--- src/rtl/accum_status_monitor_if.sv ---
// Bundle between the add/sub accumulator and its status monitor: the sampled
// sum/flags with control strobes going in, saturated result and statistics coming out.
interface accum_status_monitor_if #(
  parameter int N  = 8,
  parameter int CW = 4
);
  logic          en;
  logic [N-1:0]  S;
  logic          carry;
  logic          overflow;
  logic          clr;
  logic          ack;
  logic [N-1:0]  S_sat;
  logic          ov_sticky;
  logic          carry_sticky;
  logic [CW-1:0] ov_count;
  logic [CW-1:0] carry_count;
  logic [N-1:0]  max_s;
  logic [N-1:0]  min_s;
  logic          alarm;

  modport master (
    output en, S, carry, overflow, clr, ack,
    input  S_sat, ov_sticky, carry_sticky, ov_count, carry_count, max_s, min_s, alarm
  );

  modport slave (
    input  en, S, carry, overflow, clr, ack,
    output S_sat, ov_sticky, carry_sticky, ov_count, carry_count, max_s, min_s, alarm
  );
endinterface

--- src/rtl/accum_status_monitor.sv ---
// Status monitor behind the add/sub accumulator: saturated result, sticky flags,
// saturating event counters, signed peaks and an overflow alarm that freezes sampling.
module accum_status_monitor #(
  parameter int N        = 8,
  parameter int CW       = 4,
  parameter int OV_LIMIT = 3
) (
  input  logic                   clk,
  input  logic                   aclr,
  accum_status_monitor_if.slave  mon
);

  typedef enum logic [0:0] {ST_RUN = 1'b0, ST_ALARM = 1'b1} state_t;

  localparam logic [N-1:0]  POS_MAX_C = {1'b0, {(N-1){1'b1}}};
  localparam logic [N-1:0]  NEG_MAX_C = {1'b1, {(N-1){1'b0}}};
  localparam logic [CW-1:0] CNT_MAX_C = {CW{1'b1}};
  localparam logic [CW-1:0] CNT_ONE_C = {{(CW-1){1'b0}}, 1'b1};
  localparam logic [CW:0]   OV_LIM_C  = (CW+1)'(OV_LIMIT);

  // A wrapped overflow carries the opposite sign of the true result, so clamp the other way.
  function automatic logic [N-1:0] sat_fn(input logic [N-1:0] s, input logic ov);
    logic [N-1:0] r;
    if (!ov)
      r = s;
    else if (s[N-1])
      r = POS_MAX_C;
    else
      r = NEG_MAX_C;
    return r;
  endfunction

  function automatic logic [CW-1:0] cnt_inc_fn(input logic [CW-1:0] c, input logic hit);
    logic [CW-1:0] r;
    if (hit && (c != CNT_MAX_C))
      r = c + CNT_ONE_C;
    else
      r = c;
    return r;
  endfunction

  state_t        state_r, state_nxt_s;
  logic [N-1:0]  s_sat_r, s_sat_nxt_s;
  logic          ov_sticky_r, ov_sticky_nxt_s;
  logic          carry_sticky_r, carry_sticky_nxt_s;
  logic [CW-1:0] ov_count_r, ov_count_nxt_s;
  logic [CW-1:0] carry_count_r, carry_count_nxt_s;
  logic [N-1:0]  max_s_r, max_s_nxt_s;
  logic [N-1:0]  min_s_r, min_s_nxt_s;
  logic          alarm_r, alarm_nxt_s;

  logic          sample_s;
  logic [N-1:0]  sat_val_s;
  logic          ov_hit_s;

  assign sample_s  = mon.en && (state_r == ST_RUN) && !mon.clr;
  assign sat_val_s = sat_fn(mon.S, mon.overflow);
  assign ov_hit_s  = sample_s && mon.overflow &&
                     (({1'b0, ov_count_r} + {1'b0, CNT_ONE_C}) >= OV_LIM_C);

  // FSM state register
  always_ff @(posedge clk or posedge aclr) begin
    if (aclr)
      state_r <= ST_RUN;
    else
      state_r <= state_nxt_s;
  end

  // FSM next-state logic; clear outranks acknowledge
  always_comb begin
    state_nxt_s = state_r;
    case (state_r)
      ST_RUN: begin
        if (mon.clr)
          state_nxt_s = ST_RUN;
        else if (ov_hit_s)
          state_nxt_s = ST_ALARM;
        else
          state_nxt_s = ST_RUN;
      end
      ST_ALARM: begin
        if (mon.clr || mon.ack)
          state_nxt_s = ST_RUN;
        else
          state_nxt_s = ST_ALARM;
      end
      default: state_nxt_s = ST_RUN;
    endcase
  end

  // Next values of the registered outputs
  always_comb begin
    s_sat_nxt_s        = s_sat_r;
    ov_sticky_nxt_s    = ov_sticky_r;
    carry_sticky_nxt_s = carry_sticky_r;
    ov_count_nxt_s     = ov_count_r;
    carry_count_nxt_s  = carry_count_r;
    max_s_nxt_s        = max_s_r;
    min_s_nxt_s        = min_s_r;
    if (mon.clr) begin
      s_sat_nxt_s        = {N{1'b0}};
      ov_sticky_nxt_s    = 1'b0;
      carry_sticky_nxt_s = 1'b0;
      ov_count_nxt_s     = {CW{1'b0}};
      carry_count_nxt_s  = {CW{1'b0}};
      max_s_nxt_s        = NEG_MAX_C;
      min_s_nxt_s        = POS_MAX_C;
    end else if (sample_s) begin
      s_sat_nxt_s        = sat_val_s;
      ov_sticky_nxt_s    = ov_sticky_r | mon.overflow;
      carry_sticky_nxt_s = carry_sticky_r | mon.carry;
      ov_count_nxt_s     = cnt_inc_fn(ov_count_r, mon.overflow);
      carry_count_nxt_s  = cnt_inc_fn(carry_count_r, mon.carry);
      if ($signed(sat_val_s) > $signed(max_s_r))
        max_s_nxt_s = sat_val_s;
      else
        max_s_nxt_s = max_s_r;
      if ($signed(sat_val_s) < $signed(min_s_r))
        min_s_nxt_s = sat_val_s;
      else
        min_s_nxt_s = min_s_r;
    end else if ((state_r == ST_ALARM) && mon.ack) begin
      ov_sticky_nxt_s = 1'b0;
      ov_count_nxt_s  = {CW{1'b0}};
    end else begin
      s_sat_nxt_s = s_sat_r;
    end
    alarm_nxt_s = (state_nxt_s == ST_ALARM);
  end

  // Monitor data registers
  always_ff @(posedge clk or posedge aclr) begin
    if (aclr) begin
      s_sat_r        <= {N{1'b0}};
      ov_sticky_r    <= 1'b0;
      carry_sticky_r <= 1'b0;
      ov_count_r     <= {CW{1'b0}};
      carry_count_r  <= {CW{1'b0}};
      max_s_r        <= NEG_MAX_C;
      min_s_r        <= POS_MAX_C;
      alarm_r        <= 1'b0;
    end else begin
      s_sat_r        <= s_sat_nxt_s;
      ov_sticky_r    <= ov_sticky_nxt_s;
      carry_sticky_r <= carry_sticky_nxt_s;
      ov_count_r     <= ov_count_nxt_s;
      carry_count_r  <= carry_count_nxt_s;
      max_s_r        <= max_s_nxt_s;
      min_s_r        <= min_s_nxt_s;
      alarm_r        <= alarm_nxt_s;
    end
  end

  assign mon.S_sat        = s_sat_r;
  assign mon.ov_sticky    = ov_sticky_r;
  assign mon.carry_sticky = carry_sticky_r;
  assign mon.ov_count     = ov_count_r;
  assign mon.carry_count  = carry_count_r;
  assign mon.max_s        = max_s_r;
  assign mon.min_s        = min_s_r;
  assign mon.alarm        = alarm_r;

endmodule

--- src/flat_wrapper.sv ---
// flat-port wrapper written by rule: the top's interface ports become plain ports
module accum_status_monitor_flat 
#(
  parameter int N        = 8,
  parameter int CW       = 4,
  parameter int OV_LIMIT = 3
)
  (clk, aclr, mon_en, mon_S, mon_carry, mon_overflow, mon_clr, mon_ack, mon_S_sat, mon_ov_sticky, mon_carry_sticky, mon_ov_count, mon_carry_count, mon_max_s, mon_min_s, mon_alarm);
  accum_status_monitor_if #(.N(N), .CW(CW)) mon_i ();
  input  logic clk;
  input  logic aclr;
  input wire logic [$bits(mon_i.en)-1:0] mon_en;
  input wire logic [$bits(mon_i.S)-1:0] mon_S;
  input wire logic [$bits(mon_i.carry)-1:0] mon_carry;
  input wire logic [$bits(mon_i.overflow)-1:0] mon_overflow;
  input wire logic [$bits(mon_i.clr)-1:0] mon_clr;
  input wire logic [$bits(mon_i.ack)-1:0] mon_ack;
  output wire logic [$bits(mon_i.S_sat)-1:0] mon_S_sat;
  output wire logic [$bits(mon_i.ov_sticky)-1:0] mon_ov_sticky;
  output wire logic [$bits(mon_i.carry_sticky)-1:0] mon_carry_sticky;
  output wire logic [$bits(mon_i.ov_count)-1:0] mon_ov_count;
  output wire logic [$bits(mon_i.carry_count)-1:0] mon_carry_count;
  output wire logic [$bits(mon_i.max_s)-1:0] mon_max_s;
  output wire logic [$bits(mon_i.min_s)-1:0] mon_min_s;
  output wire logic [$bits(mon_i.alarm)-1:0] mon_alarm;
  assign mon_i.en = mon_en;
  assign mon_i.S = mon_S;
  assign mon_i.carry = mon_carry;
  assign mon_i.overflow = mon_overflow;
  assign mon_i.clr = mon_clr;
  assign mon_i.ack = mon_ack;
  assign mon_S_sat = mon_i.S_sat;
  assign mon_ov_sticky = mon_i.ov_sticky;
  assign mon_carry_sticky = mon_i.carry_sticky;
  assign mon_ov_count = mon_i.ov_count;
  assign mon_carry_count = mon_i.carry_count;
  assign mon_max_s = mon_i.max_s;
  assign mon_min_s = mon_i.min_s;
  assign mon_alarm = mon_i.alarm;
  accum_status_monitor #(.N(N), .CW(CW), .OV_LIMIT(OV_LIMIT)) u_core (.clk(clk), .aclr(aclr), .mon(mon_i));
endmodule
--- config.mk ---
export PLATFORM = sky130hd
export DESIGN_NAME = accum_status_monitor_flat
export DESIGN_NICKNAME = d
export VERILOG_FILES = /design/src/rtl/accum_status_monitor_if.sv /design/src/rtl/accum_status_monitor.sv /design/src/flat_wrapper.sv
export SDC_FILE = /design/constraint.sdc
export NUM_CORES = 1
export LEC_CHECK = 0
export CORE_ASPECT_RATIO = 1.2
export CORE_MARGIN = 10
export CORE_UTILIZATION = 45
export CTS_BUF_LIST = sky130_fd_sc_hd__clkbuf_8 sky130_fd_sc_hd__clkbuf_16
export DETAILED_ROUTE_END_ITERATION = 8
export PLACE_DENSITY = 0.82
export SYNTH_ARGS = -nofsm -noshare
export SYNTH_HDL_FRONTEND = slang
export SYNTH_SLANG_ARGS = --single-unit
--- constraint.sdc ---
create_clock -name clk -period 2.4 [get_ports clk]
set_input_delay 0.24 -clock clk [delete_from_list [all_inputs] [get_ports clk]]
set_output_delay 0.24 -clock clk [all_outputs]
set_load 0.005 [all_outputs]
Word-level counts from Yosys, hierarchy flattened
Index checks and enable logic that the tools add are counted.

storage, ports and cells
  latch bits = 0
  bits in read-only memories = 0
  logic and storage cells = 64
  input bits = 15
  memories = 0
  output and inout bits = 35
  memory bits (writable) = 0
  register bits = 35

cells by class
  add/subtract/negate cells = 3
  reductions and logical operators = 18
  muxes and demuxes = 26
  div/mod/pow operators = 0
  bitwise logic cells = 3
  multiply operators = 0
  eq/ne operators = 3
  shifts and indexed selects = 0
  magnitude comparators = 3

operator list
  operator               number
  $mux W8                10
  $mux W4                7
  $add A4 B1 Y4 const B  2
  $gt A8 B8 Y1           1
  $lt A8 B8 Y1           1
  $mux W1                8
  $ne A4 B4 Y1 const B   2
  $reduce_and A2 Y1      4
  $reduce_bool A2 Y1     4
  $logic_and A1 B1 Y1    7
  $add A4 B1 Y5 const B  1
  $ge A5 B2 Y1 const B   1
  $ne A3 B3 Y1 const B   1
  $reduce_bool A3 Y1     1
  $or A1 B1 Y1           2
  $pmux W1 S2            1
  $logic_not A1 Y1       1
  $logic_or A1 B1 Y1     1
  $not A1 Y1             1

Longest topological paths before layout
Gate-level depths: netlist of the first run.

  depth in word-level cells = 8
  gate-level depth with buffers = 10

Least setup slack after synthesis of the first run
OpenSTA, ideal clock, no wires.

  path kind = input port to flip-flop
  start point = input mon_overflow
  end point = register u_core.max_s_r[1], in the netlist u_core.mon.max_s[1]
  stages = 8
  buffers on the path = 1
  data arrival time = 2.005 ns
  setup time = 0.094 ns
  slack = 0.301 ns
  required time = 2.306 ns
  cell sequence = buf_6 -> nand2_1 -> o21ai_0 -> ha_1 -> nand3_1 -> o31ai_1 -> nor3_1 -> a211oi_1

on the way
  longest elaborated chain between the ends = 4
  elaborated cells on any way between the ends = 7
  those cells by class = order compare (1); mux (4); reduce/logical (2)

ends and longest elaborated chain
  item                                                            line                         source
  start: declaration                                              flat_wrapper.sv:15           input wire logic [$bits(mon_i.overflow)-1:0] mon_overflow;
  $mux W8 (*)                                                     accum_status_monitor.sv:24   if (!ov)
  $gt A8 B8 Y1 / $mux W8 (equally long branches)                  accum_status_monitor.sv:114  if ($signed(sat_val_s) > $signed(max_s_r))
  $reduce_bool A2 Y1 (no line) / $mux W8 (equally long branches)  -
  $reduce_and A2 Y1 (no line) / $mux W8 (equally long branches)   -
  end signal: assignment                                          accum_status_monitor.sv:148  max_s_r <= max_s_nxt_s;
  end: declaration                                                accum_status_monitor.sv:48   logic [N-1:0] max_s_r, max_s_nxt_s;

Every way passes the cells marked *; elsewhere a longest branch is shown, timed or not. The select of a mux whose other input is x is not followed.
A chain may end at the register's enable or synchronous reset.

Worst setup path after layout of the first run
  start point = input mon_S[5]
  end point = register u_core.max_s_r[5], in the netlist u_core.mon.max_s[5]

on the way
  longest elaborated chain between the ends = 4
  elaborated cells on any way between the ends = 7
  those cells by class = order compare (1); mux (4); reduce/logical (2)

ends and longest elaborated chain
  item                                                            line                         source
  start: declaration                                              flat_wrapper.sv:13           input wire logic [$bits(mon_i.S)-1:0] mon_S;
  $mux W8 (*)                                                     accum_status_monitor.sv:24
  $gt A8 B8 Y1 / $mux W8 (equally long branches)                  accum_status_monitor.sv:114
  $reduce_bool A2 Y1 (no line) / $mux W8 (equally long branches)  -
  $reduce_and A2 Y1 (no line) / $mux W8 (equally long branches)   -

Marks and branches as above.

==> results of run 1 <==
[how the worst max path moves through the flow]
stage	depth (start not counted)	endpoint	slack (ps)
final	9	u_core.mon.max_s[5]	300
after global routing	10	u_core.mon.max_s[5]	50
after CTS	9	u_core.mon.max_s[5]	10
after detailed placement	9	u_core.mon.max_s[5]	-380
after global placement	9	u_core.mon.max_s[6]	-200
after floorplan	8	u_core.mon.max_s[1]	300
[registers in the layout, indices dropped and copies added, names as in the netlist]
| signal | count |
|---|---|
| u_core.mon.S_sat | 8 |
| u_core.mon.max_s | 8 |
| u_core.mon.min_s | 8 |
| u_core.mon.carry_count | 4 |
| u_core.mon.ov_count | 4 |
| u_core.mon.carry_sticky | 1 |
| u_core.mon.ov_sticky | 1 |
| u_core.state_r | 1 |
[worst max-delay path, cell delays in order]
cell             delay, ps
clkdlybuf4s50_1        470
inv_1                   50
o21ai_0                270
ha_1                   230
o21ai_0                120
a221oi_2               290
o31a_2                 220
nand2_2                110
a211oi_1               290
[Yosys cell counts (5+ instances only)]
cell type  instances
a211oi_1           7
a21oi_1           10
clkbuf_1           5
dfrtp_1           27
dfstp_2            8
ha_1              18
inv_1             26
nand2_1           13
nand3_1            9
nor2_1            36
nor3_1            20
o21ai_0           14
[power groups by stage]
stage          clock, mW  combinational, mW  sequential, mW
3_3_place_gp           0              0.554           0.712
5_1_grt            0.476              0.653           0.711
2_1_floorplan          0              0.300           0.713
3_5_place_dp           0              0.575           0.715
6_report           0.442              0.588           0.704
4_1_cts            0.450              0.581           0.704
[final cells by class]
cell class / instances / area, sq um
fill: 386 / 1640
multi-input combinational: 164 / 1100
sequential: 35 / 886
timing repair buffer: 73 / 676
inverter: 26 / 97.6
clock buffer: 6 / 82.6
tap: 58 / 72.6
clock inverter: 2 / 8.76
[layer usage]
metal  GRT usage  vias up  routed length, um
li1            -      951                  -
met4      0.0628        0                143
met3      0.0537       16                500
met5           0        -                  0
met2       0.240       58               2720
met1       0.164      921               2280
[cell families (layout without fill, tap and decap cells)]
logic type / Yosys count / count (layout)
AOI/OAI and AO/OA: 48 / 48
adders and majority gates: 18 / 18
xor gates and xnor gates: 4 / 4
buffers and inverters: 35 / 107
muxes: 2 / 2
DFF: 35 / 35
and+or+nand+nor: 92 / 92
==> results.md, run 1 <==
* Status: complete, no violations
* Clock slew at reported path FFs at 70 ps
* Cell taking the most area after synthesis: dfrtp_1
* Post-Synth Simple-Gate Area at 0.205
* Async SR Flop Fraction at 1.00
* Initial Utilization at 0.463
* Power density over the cells at 594 mW/mm^2
* DR iter-0 viols at 116
* Row count at 27
* #FFs+latches synth at 35
* Initial antenna violation count at 0
* Routed wire length at 5.64 mm
* Worst Reg-to-Reg Cells at 7
* Hold buffer count at CTS at 0
* # diodes at 0
* Worst Clk Skew at 5.20 ps
* Rel. slew slack at 0.698
* Max_cap viols at 0
* Crit. Startpoint: mon_S[5]
* Post-synthesis net count at 267
* EDFF count, synth at 0
* Post-Syn Instances at 234
* DIE AREA at 0.00785 sq mm
* Final Max Slew Viols at 0
* Synth Area in XOR/XNOR at 0.0166
* Die height at 95.1 um
* Fmax at 475 MHz
* Inserted Clock Buffers at 5
* Internal at 1.19 mW
* Via Count at 1,946
* HPWL Detailed at 4.34 mm
* CTS Sinks at 35
* Clock power share at 0.255
* Crit-path max FO at 7
* Unrepaired setup endpoints after global routing: false
* R2R Setup Slk at 300 ps
* Startpoint Class: input pin
* Final hold violation count at 0
* Synth Warn # at 0
* GR Util All Layers at 0.146
* DR pass1 iterations at 4
* Largest family of logic cells by synthesized area: simple AND/OR/NAND/NOR gates
* Comb pwr share at 0.339
* Post-cts resize count at 3
* CTS tree: yes
* CP required at 2590 ps
* Netlist cell types at 42
* Reg2reg end: u_core.mon.max_s[5]
* Synth Area in Compound Gates at 0.162
* Worst skew pair latency at 290 ps
* Total global routing overflow at 0
* Core ar. at 0.00456 sq mm
* Worst Setup Path Type: input pin to flip-flop
* DR WL/cell at 15.5 um
* I/O Buffers at 49
* Setup tns final at 0 ps
* RR Startpoint: u_core.mon.max_s[7]
* Max IR drop VDD at 0.277 mV
* Layout Utilization at 0.640
* Max Buffers Root-to-Sink at 2
* Synth Area in Adders at 0.107
* Vias per cell at 5.35
* Synth Flop Type: dfrtp_1
* GP Congestion at 0.858
* Leakage power at 1.35 nW
* NetSw at 0.548 mW
* Sequential power share at 0.406
* Hold Worst Slack at 357 ps
* Global-route wire length before repair at 9.02 mm
* Largest net degree at the start of global routing at 39
* Root Buffer: clkbuf_8
* Setup-failing EPs final at 0
* Tightest Pin Transition at 453 ps
* Synth top area share at 0.320
* Finished Cell Area at 0.00292 sq mm
* Final cycle utilization of the critical path at 0.877
* Die width at 82.6 um
* Netlist Area Pre-Place at 0.00211 sq mm
* Area Growth Syn to Fin at 38.1%
* Vias in the first global route at 1,981
* Seq/Total Area, Yosys at 0.419
* DRC Markers at 0
* Most frequent cells in the layout: 47 x clkdlybuf4s50_1, 36 x nor2_1, 27 x inv_1, 27 x dfrtp_1, 24 x buf_4
* Tmin final at 2100 ps
* Antenna-violating nets left at 0
* H-Tree Depth at 2
* Setup crit end kind: flip-flop
* Share of layout cells above drive strength 1 at 0.176
* I/O pin count at 50
* Synth top area cells: dfrtp_1 32%, ha_1 11%, dfstp_2 9.9%
* Pre-CTS setup slack at -377 ps
* Synthesized area per cell at 9.03 sq um
* Dpl cells at 356
* Setup WS post-layout at 296 ps
* Power Total at 1.73 mW
* Sw Share at 0.316
* Post-route insts no fill at 364
* Hold Crit Class: input pin to async pin
* Final nets at 338
* Placed inst area at 0.00280 sq mm
* Most common cell after layout, fill and taps aside: clkdlybuf4s50_1
* Setup Buffers After CTS at 0
* Worst path arrival time at 2290 ps
* Mux share of post-synthesis cell area at 0.0154
Note: power is estimated with default switching activity, not from simulation.
==> inputs of run 2 (changes only) <==
--- a/config.mk
+++ b/config.mk
@@ -5,12 +5,14 @@
 export SDC_FILE = /design/constraint.sdc
 export NUM_CORES = 1
 export LEC_CHECK = 0
+export CAP_MARGIN = 25
 export CORE_ASPECT_RATIO = 1.2
 export CORE_MARGIN = 10
 export CORE_UTILIZATION = 45
 export CTS_BUF_LIST = sky130_fd_sc_hd__clkbuf_8 sky130_fd_sc_hd__clkbuf_16
 export DETAILED_ROUTE_END_ITERATION = 8
 export PLACE_DENSITY = 0.82
+export SLEW_MARGIN = 20
 export SYNTH_ARGS = -nofsm -noshare
 export SYNTH_HDL_FRONTEND = slang
 export SYNTH_SLANG_ARGS = --single-unit
==> results of run 2 <==
No change in the layout: final DEF, timing and power equal those of run 1.
==> edit, RTL diff (flow settings as in run 2) <==
`CW` is set to 4 in 3 places; all go to 2.
--- a/src/rtl/accum_status_monitor_if.sv
+++ b/src/rtl/accum_status_monitor_if.sv
@@ -4,3 +4,3 @@
   parameter int N  = 8,
-  parameter int CW = 4
+  parameter int CW = 2
 );
--- a/src/rtl/accum_status_monitor.sv
+++ b/src/rtl/accum_status_monitor.sv
@@ -4,3 +4,3 @@
   parameter int N        = 8,
-  parameter int CW       = 4,
+  parameter int CW       = 2,
   parameter int OV_LIMIT = 3
--- a/src/flat_wrapper.sv
+++ b/src/flat_wrapper.sv
@@ -4,3 +4,3 @@
   parameter int N        = 8,
-  parameter int CW       = 4,
+  parameter int CW       = 2,
   parameter int OV_LIMIT = 3
Ports: changed (resized mon_carry_count and mon_ov_count); port bits go from 50 to 46. No check against the original RTL was run, so the function may have changed too.
==> edit against run 2 <==
Via count fell by 17%; routed wire length fell by 14%; count of clock-buffer cells in the layout fell by 1; cell area fell by 8.6%; sequential cell count fell by 4; power barely moved; first-iteration DRC count fell by 38%; critical path type is now reg2reg; critical endpoint is now u_core.mon.max_s[7]; clock skew fell by 0.72 ps; setup slack got worse by 260 ps; area after synthesis fell by 12%; critical path depth fell by 2; core utilization rose by 3.7 points.
==> edit: results (changes against run 2) <==
cell at the root of the clock tree=clkbuf_8; reg-to-reg startpoint=u_core.mon.max_s[7]; maximum number of pins on one net before global-route repair=32 (-18%); Fill cells=329 (-15%); number of setup buffers added after CTS=0 (unchanged); sequential share of the synthesized area=42.5% (+0.57 points); critical-path cell with the highest stage delay=dfstp_2; Synth Net Count=223 (-16%); instance area at placement=2530 um2 (-9.4%); global-route met2 utilization=24.0% (-0.056 points); fraction of the mapped netlist area in compound gates=17.1% (+0.90 points); critical-path maximum fanout=7 (unchanged); share of the cycle needed by the critical path after routing=98.4% (+11 points); fraction of synthesized area in multiplexers=6.50% (+5.0 points); clock tree skew after final layout=4.48 ps (-0.720 ps); Crit Reg-Reg Endpoint=u_core.mon.max_s[7]; library cells used by synthesis=36 (-14%); area delta synth->final=44.2%; clock buffer count from CTS=5 (unchanged); cell count along the critical path=7 (-2); CTS clock-pin slew for the worst setup and hold paths=70 ps (about the same); cts repair resizes=3 (unchanged); fin cells=316 (-13%); classification of the worst setup path=reg2reg; final RePlAce weighted congestion=0.850 (-0.90%); number of buffer cells added on primary ports=45 (-8.2%); VDD IR max=0.000454 V (+64%); wire length of the first global-routing pass=8.30 mm (-8.0%); largest stage delay on the critical path=540 ps (+70 ps); number of DRC markers in iteration 0=72 (-38%); classification of the worst-slack hold path=in2async; P_leak=1.26 nW (-6.4%); xor and xnor area share after synthesis=0.947% (-0.71 points); leading cell types by count after synthesis=25 x nor2_1, 23 x dfrtp_1, 23 x inv_1, 18 x ha_1, 14 x a21oi_1; count of inserted antenna diode cells=0 (unchanged); Global Route met1 Usage=15.9% (-0.49 points); Worst Hold Margin=331 ps (-25.7 ps); biggest area contributors in the synthesized netlist=dfrtp_1 31%, ha_1 12%, dfstp_2 11%, mux2i_1 6.5%, nor2_1 5.1%; net count reported at finish=294 (-13%); result of the run=completed; all-layer global routing usage=14.4% (-0.13 points); DRT Pass-1 Iters=4 (unchanged); number of instances in the placed design=308 (-13%); Switching Share=30.2% (-1.4 points); fraction of the mapped netlist area in adder cells=12.2% (+1.5 points); fraction of layout cells with a size suffix above 1=21.8% (+4.1 points); detailed-route wire length=4.84 mm (-14%); placed wire-length estimate=3.79 mm (-13%); global-route met3 utilization=5.48% (+0.11 points); accumulated negative setup slack=0 ps (unchanged); via density per instance=5.14 (-3.9%); post-synthesis cell count=190 (-19%); worst skew pair latency=290 ps (about the same); via count of the first global-routing pass=1752 (-12%); maximum level of the CTS H-tree=2 (unchanged); Worst Max-Slew Pin Slew=377 ps (-75.7 ps); pre-CTS setup slack=-414 ps (-36.4 ps); register-to-register path setup slack=40 ps (-260 ps)
[edit: power by group through the flow]
stage | clock network (W) | logic, W | registers [W]
2_1_floorplan | 0 | 0.000297 | 0.000637
6_report | 0.000515 | 0.000591 | 0.000627
3_3_place_gp | 0 | 0.000566 | 0.000635
3_5_place_dp | 0 | 0.000581 | 0.000636
4_1_cts | 0.000525 | 0.000590 | 0.000627
5_1_grt | 0.000553 | 0.000658 | 0.000635
[edit: layout make-up]
| cell class | instances | share of cell area, % |
|---|---|---|
| Clock buffer | 5 | 2.58 |
| Clock inverter | 3 | 1.64 |
| Inverter | 23 | 3.24 |
| Multi-Input combinational cell | 129 | 36.4 |
| Sequential cell | 31 | 29.5 |
| Tap cell | 54 | 2.53 |
| Timing Repair Buffer | 71 | 24.1 |
[edit: routing by layer]
layer / vias up / share of wire (%)
met5: - / 0
met4: 0 / 2.5
met3: 11 / 6.5
met2: 47 / 50
met1: 755 / 41
li1: 811 / -
